## config.mk

```make
export PLATFORM = sky130hd
export DESIGN_NAME = vga_timing_gen_flat
export DESIGN_NICKNAME = d
export VERILOG_FILES = /design/src/rtl/vga_timing_gen_if.sv /design/src/rtl/vga_timing_gen.sv /design/src/flat_wrapper.sv
export SDC_FILE = /design/constraint.sdc
export NUM_CORES = 1
export LEC_CHECK = 0
export CORE_ASPECT_RATIO = 0.9
export CORE_MARGIN = 2
export CORE_UTILIZATION = 49
export DETAILED_ROUTE_END_ITERATION = 7
export PLACE_DENSITY = 0.78
export RECOVER_POWER = 50
export REMOVE_ABC_BUFFERS = 1
export SYNTH_ARGS = -nofsm -noshare
export SYNTH_HDL_FRONTEND = slang
export SYNTH_SLANG_ARGS = --single-unit
```

## constraint.sdc

```tcl
create_clock -name clk -period 3.3 [get_ports clk]
set_input_delay 0.495 -clock clk [delete_from_list [all_inputs] [get_ports clk]]
set_output_delay 0.495 -clock clk [all_outputs]
set_load 0.02 [all_outputs]
```

## src/rtl/vga_timing_gen_if.sv

```systemverilog
// Raster position and sync/blank bundle passed down the video draw chain.
interface vga_if;
  logic [10:0] hcount;
  logic [10:0] vcount;
  logic        hsync;
  logic        vsync;
  logic        hblnk;
  logic        vblnk;
  logic [11:0] rgb;

  modport out (output hcount, vcount, hsync, vsync, hblnk, vblnk, rgb);
  modport in  (input  hcount, vcount, hsync, vsync, hblnk, vblnk, rgb);
endinterface

```

## src/rtl/vga_timing_gen.sv

```systemverilog
// Raster counter and sync/blank generator at the head of the video chain.
// One clk from pix_en to new position; pix_en low freezes every output.
module vga_timing_gen #(
  parameter int H_ACTIVE = 800,
  parameter int H_FP     = 40,
  parameter int H_SYNC   = 128,
  parameter int H_BP     = 88,
  parameter int V_ACTIVE = 600,
  parameter int V_FP     = 1,
  parameter int V_SYNC   = 4,
  parameter int V_BP     = 23,
  parameter int SYNC_POL = 1
) (
  input  logic        clk,
  input  logic        rst,
  input  logic        pix_en,
  vga_if.out          vga_out,
  output logic        frame_start,
  output logic [15:0] frame_cnt
);

  localparam int H_TOTAL = H_ACTIVE + H_FP + H_SYNC + H_BP;
  localparam int V_TOTAL = V_ACTIVE + V_FP + V_SYNC + V_BP;

  if (H_TOTAL > 2048) begin : g_h_total_chk
    $error("H_TOTAL must not exceed 2048");
  end
  if (V_TOTAL > 2048) begin : g_v_total_chk
    $error("V_TOTAL must not exceed 2048");
  end

  // Compare in 12 bits so a sync window ending exactly at 2048 stays representable.
  localparam logic [11:0] HB_BEG = 12'(H_ACTIVE);
  localparam logic [11:0] HS_BEG = 12'(H_ACTIVE + H_FP);
  localparam logic [11:0] HS_END = 12'(H_ACTIVE + H_FP + H_SYNC);
  localparam logic [11:0] VB_BEG = 12'(V_ACTIVE);
  localparam logic [11:0] VS_BEG = 12'(V_ACTIVE + V_FP);
  localparam logic [11:0] VS_END = 12'(V_ACTIVE + V_FP + V_SYNC);
  localparam logic [10:0] H_LAST = 11'(H_TOTAL - 1);
  localparam logic [10:0] V_LAST = 11'(V_TOTAL - 1);
  localparam logic        SP     = (SYNC_POL != 0);

  logic [10:0] h_q, h_d;
  logic [10:0] v_q, v_d;
  logic        wrap;
  logic        hsync_q, hsync_d;
  logic        vsync_q, vsync_d;
  logic        hblnk_q, hblnk_d;
  logic        vblnk_q, vblnk_d;
  logic        fs_q;
  logic [15:0] frame_cnt_q;
  logic [11:0] h_ext, v_ext;

  always_comb begin
    h_d  = h_q;
    v_d  = v_q;
    wrap = 1'b0;
    if (pix_en) begin
      if (h_q == H_LAST) begin
        h_d = 11'd0;
        if (v_q == V_LAST) begin
          v_d  = 11'd0;
          wrap = 1'b1;
        end else begin
          v_d = v_q + 11'd1;
        end
      end else begin
        h_d = h_q + 11'd1;
      end
    end
  end

  // Sync/blank decode from the next position so they register alongside the counts.
  always_comb begin
    h_ext   = {1'b0, h_d};
    v_ext   = {1'b0, v_d};
    hblnk_d = (h_ext >= HB_BEG);
    vblnk_d = (v_ext >= VB_BEG);
    hsync_d = ((h_ext >= HS_BEG) && (h_ext < HS_END)) == SP;
    vsync_d = ((v_ext >= VS_BEG) && (v_ext < VS_END)) == SP;
  end

  always_ff @(posedge clk) begin
    if (rst) begin
      h_q         <= 11'd0;
      v_q         <= 11'd0;
      hsync_q     <= ~SP;
      vsync_q     <= ~SP;
      hblnk_q     <= 1'b0;
      vblnk_q     <= 1'b0;
      fs_q        <= 1'b0;
      frame_cnt_q <= 16'd0;
    end else begin
      h_q     <= h_d;
      v_q     <= v_d;
      hsync_q <= hsync_d;
      vsync_q <= vsync_d;
      hblnk_q <= hblnk_d;
      vblnk_q <= vblnk_d;
      fs_q    <= wrap;
      if (wrap) begin
        frame_cnt_q <= frame_cnt_q + 16'd1;
      end
    end
  end

  assign vga_out.hcount = h_q;
  assign vga_out.vcount = v_q;
  assign vga_out.hsync  = hsync_q;
  assign vga_out.vsync  = vsync_q;
  assign vga_out.hblnk  = hblnk_q;
  assign vga_out.vblnk  = vblnk_q;
  assign vga_out.rgb    = 12'h000;
  assign frame_start    = fs_q;
  assign frame_cnt      = frame_cnt_q;

endmodule
```

## src/flat_wrapper.sv

```systemverilog
// flat-port wrapper written by rule: the top's interface ports become plain ports
module vga_timing_gen_flat 
#(
  parameter int H_ACTIVE = 800,
  parameter int H_FP     = 40,
  parameter int H_SYNC   = 128,
  parameter int H_BP     = 88,
  parameter int V_ACTIVE = 600,
  parameter int V_FP     = 1,
  parameter int V_SYNC   = 4,
  parameter int V_BP     = 23,
  parameter int SYNC_POL = 1
)
  (clk, rst, pix_en, frame_start, frame_cnt, vga_out_hcount, vga_out_vcount, vga_out_hsync, vga_out_vsync, vga_out_hblnk, vga_out_vblnk, vga_out_rgb);
  vga_if vga_out_i ();
  input  logic clk;
  input  logic rst;
  input  logic pix_en;
  output logic frame_start;
  output logic [15:0] frame_cnt;
  output wire logic [$bits(vga_out_i.hcount)-1:0] vga_out_hcount;
  output wire logic [$bits(vga_out_i.vcount)-1:0] vga_out_vcount;
  output wire logic [$bits(vga_out_i.hsync)-1:0] vga_out_hsync;
  output wire logic [$bits(vga_out_i.vsync)-1:0] vga_out_vsync;
  output wire logic [$bits(vga_out_i.hblnk)-1:0] vga_out_hblnk;
  output wire logic [$bits(vga_out_i.vblnk)-1:0] vga_out_vblnk;
  output wire logic [$bits(vga_out_i.rgb)-1:0] vga_out_rgb;
  assign vga_out_hcount = vga_out_i.hcount;
  assign vga_out_vcount = vga_out_i.vcount;
  assign vga_out_hsync = vga_out_i.hsync;
  assign vga_out_vsync = vga_out_i.vsync;
  assign vga_out_hblnk = vga_out_i.hblnk;
  assign vga_out_vblnk = vga_out_i.vblnk;
  assign vga_out_rgb = vga_out_i.rgb;
  vga_timing_gen #(.H_ACTIVE(H_ACTIVE), .H_FP(H_FP), .H_SYNC(H_SYNC), .H_BP(H_BP), .V_ACTIVE(V_ACTIVE), .V_FP(V_FP), .V_SYNC(V_SYNC), .V_BP(V_BP), .SYNC_POL(SYNC_POL)) u_core (.clk(clk), .rst(rst), .pix_en(pix_en), .vga_out(vga_out_i), .frame_start(frame_start), .frame_cnt(frame_cnt));
endmodule
```

==> flow_summary.toml <==
[status]
status = "complete, no violations"

[worst_setup_path]
r2r-start = "u_core.vga_out.hcount[3]"
cp_num_cells = 7
cp_data_arrival_time_ps = 2940
max_stage_delay_ps = 660
slowest_stage = "or4_4"
crit_start = "pix_en"
crit_fanout = 16
critical_path_class = "in2reg"
r2r_slack_ps = 700
reg2reg_depth = 6
crit_chain = "dlygate4sd3_1 -> nand2_1 -> or4_4 -> nor4_2 -> nand3_1 -> xor2_1 -> nor2_1"
cp.buffers_inverters = 1
rr_endpoint = "u_core.frame_cnt[9]"
endpoint_kind = "flip-flop"
critical_path.top_delay_family = "simple AND/OR/NAND/NOR gates"
start_kind = "input port"
critPathRequiredTime_ps = 3470

[worst_hold_path]
whs_endpoint = "u_core.vga_out.vcount[1]"
hp-start = "u_core.vga_out.vcount[1]"
holdPathStages = 2
hp-class = "reg2reg"

[cells_and_area]
post-route-util_pct = 63.2
drive_above_1_share_pct = 8.06
areaGrowthSynthToFinish_pct = 24.6
fillers = 395
layout.cells.non_filler = 372
num_antenna_cells = 0
final-seq-area_um2 = 861
finalNetCount = 316
multi_input_area_um2 = 1250

[synthesis]
yosysUniqueCellTypes = 44
syn_avg_cell_area_um2 = 8.48
postSynthCellCount = 265
synth_area_leaders = "dfxtp_1, nor2_1, xor2_1, xnor2_1, buf_4"
ys_warn_count = 0
synth_top_area_share_pct = 38.3
synthFlopType = "dfxtp_1"
ys_seq_area_share_pct = 38.3
ys_seq_elements = 43
synth_commonest_cells = "nor2_1, dfxtp_1, xor2_1"
synth-async-reset-ratio_pct = 0
synth-edff-count = 0
synth.most_common_cell = "nor2_1"
syn_area_um2 = 2250
yosysTopAreaCell = "dfxtp_1"

[clock_network]
cts_buffers = 5
clk_latency_ps = 290
clkTransAtPathRegs_ps = 80
cts_setup_buffers = 0
cts.repair.resized = 0
root_buffer = "clkbuf_8"
cts_tree = "built"
htree_levels = 2
holdBufCountCts = 0
clock_path_buffers = 2
cts.sinks = 43

[floorplan]
rows = 23
dieArea_um2 = 5140
boundaryPins = 58
dieWidth_um = 75.4
start_util_pct = 50.7
die-height_um = 68.2
core_area_um2 = 4430

[timing]
worstMarginPinSlew_ps = 615
fin_tns_setup_ps = 0
post-route-period-util_pct = 83.8
worst_slack_ps = 533
post-route-min-period_ps = 2770
fmax_ghz = 0.361
setup-violations-final = 0
fin_skew_ps = 6.46
grt_setup_unrepaired = "false"
slew_violations = 0
hold_viol = 0
relSlewSlack_pct = 58.6

[global_routing]
grt_pass1_wl_um = 7710
grt_pass1_vias = 1711
gr-total-overflow = 0
grt_max_degree = 17
antenna_found_initial = 0
grt_usage_pct = 19.5

[power_and_ir_drop]
power.density_nw_per_um2 = 323
ir_drop_uv = 225
p_leak_nw = 1.10

[route]
vias = 1968
drt-met1-wl_um = 2200
met2WireLength_um = 2100
dr.pass1.iters = 4
wire_per_inst_um = 12.2
vias_per_cell = 5.29
top_layer_used = "met4"
drcViolationCount = 0
met3RoutedLength_um = 238
antenna_left = 0
drt_iter0_drc = 160
wirelength_um = 4560

[run]
maxCapViolations = 0

[place]
place_ws_ps = 315
place.gp.congestion = 0.872
place_inst = 365
numPortBuffers = 45
place_hpwl_um = 3330
## where the power goes
part           switching [mW]  leakage (nW)  total (mW)  internal [mW]
registers             0.00322         0.347       0.524          0.521
logic                  0.0297         0.707      0.0407         0.0110
clock network           0.174        0.0470       0.338          0.164
## sequential cells by signal, indices dropped and copies added, names as in the netlist
register and cells:
u_core.frame_cnt 16, u_core.frame_start 1, u_core.vga_out.hblnk 1, u_core.vga_out.hcount 11
u_core.vga_out.hsync 1, u_core.vga_out.vblnk 1, u_core.vga_out.vcount 11, u_core.vga_out.vsync 1
## worst reg2reg max path, stage by stage (launching register included)
cell and delay (ps):
dfxtp_1 450, nand3_1 300, or4_4 710, nor4_2 610, nand3_1 180, xor2_1 190
nor2_1 50
## cells in the final DEF (no fill, tap or decap), types with 6 or more instances in the layout
cell           netlist  routed
and3_1               8       8
nor3_1              10      10
conb_1               1      12
dfxtp_1             43      43
o21ai_0              6       6
clkbuf_8             0       6
xnor2_1             16      16
inv_1                6       6
dlygate4sd3_1        0      42
nand3_1             16      16
xor2_1              17      17
nand4_1             10      10
nand2_1             11      11
nor2_1              44      44
buf_4               12       6
a21oi_1             10      10
## metrics by stage
stage	instance area, um2	hold WS [ps]	power [mW]
3_3_place_gp	2710	492	0.578
2_1_floorplan	2140	558	0.559
5_1_grt	2800	555	0.940
3_5_place_dp	2710	503	0.578
6_report	2800	513	0.903
4_1_cts	2800	515	0.913
## worst max path at each step
| stage | end | slack (ps) |
|---|---|---|
| floorplan | u_core.vga_out.vsync | 590 |
| global placement | u_core.frame_cnt[6] | 380 |
| detailed placement | u_core.frame_cnt[9] | 320 |
| CTS | u_core.frame_cnt[9] | 620 |
| global route | u_core.frame_cnt[9] | 320 |
| finish | u_core.frame_cnt[9] | 530 |
## final cells by class
cell class	instances	share of cell area (%)
tap	62	2.77
clock inverter	1	0.179
sequential	43	30.8
timing repair buffer	51	17.7
clock buffer	6	2.95
multi-input combinational	203	44.8
inverter	6	0.805
## layer usage
| layer | global-route usage [%] | up-vias |
|---|---|---|
| li1 | - | 992 |
| met1 | 27.2 | 919 |
| met2 | 29.5 | 53 |
| met3 | 4.57 | 4 |
| met4 | 6.58 | 0 |
| met5 | 0 | - |
## kinds of logic after synthesis
group           count (synthesis)  share of synthesized area (%)
buf+inv                        30                           7.68
compound gates                 32                           9.24
flops                          43                           38.3
mux                             1                          0.445
xor+xnor                       33                           12.9
fa+ha+maj                       3                           1.67
other cells                     1                          0.167
simple gates                  122                           29.6
Power figures use the tool's default switching activity.
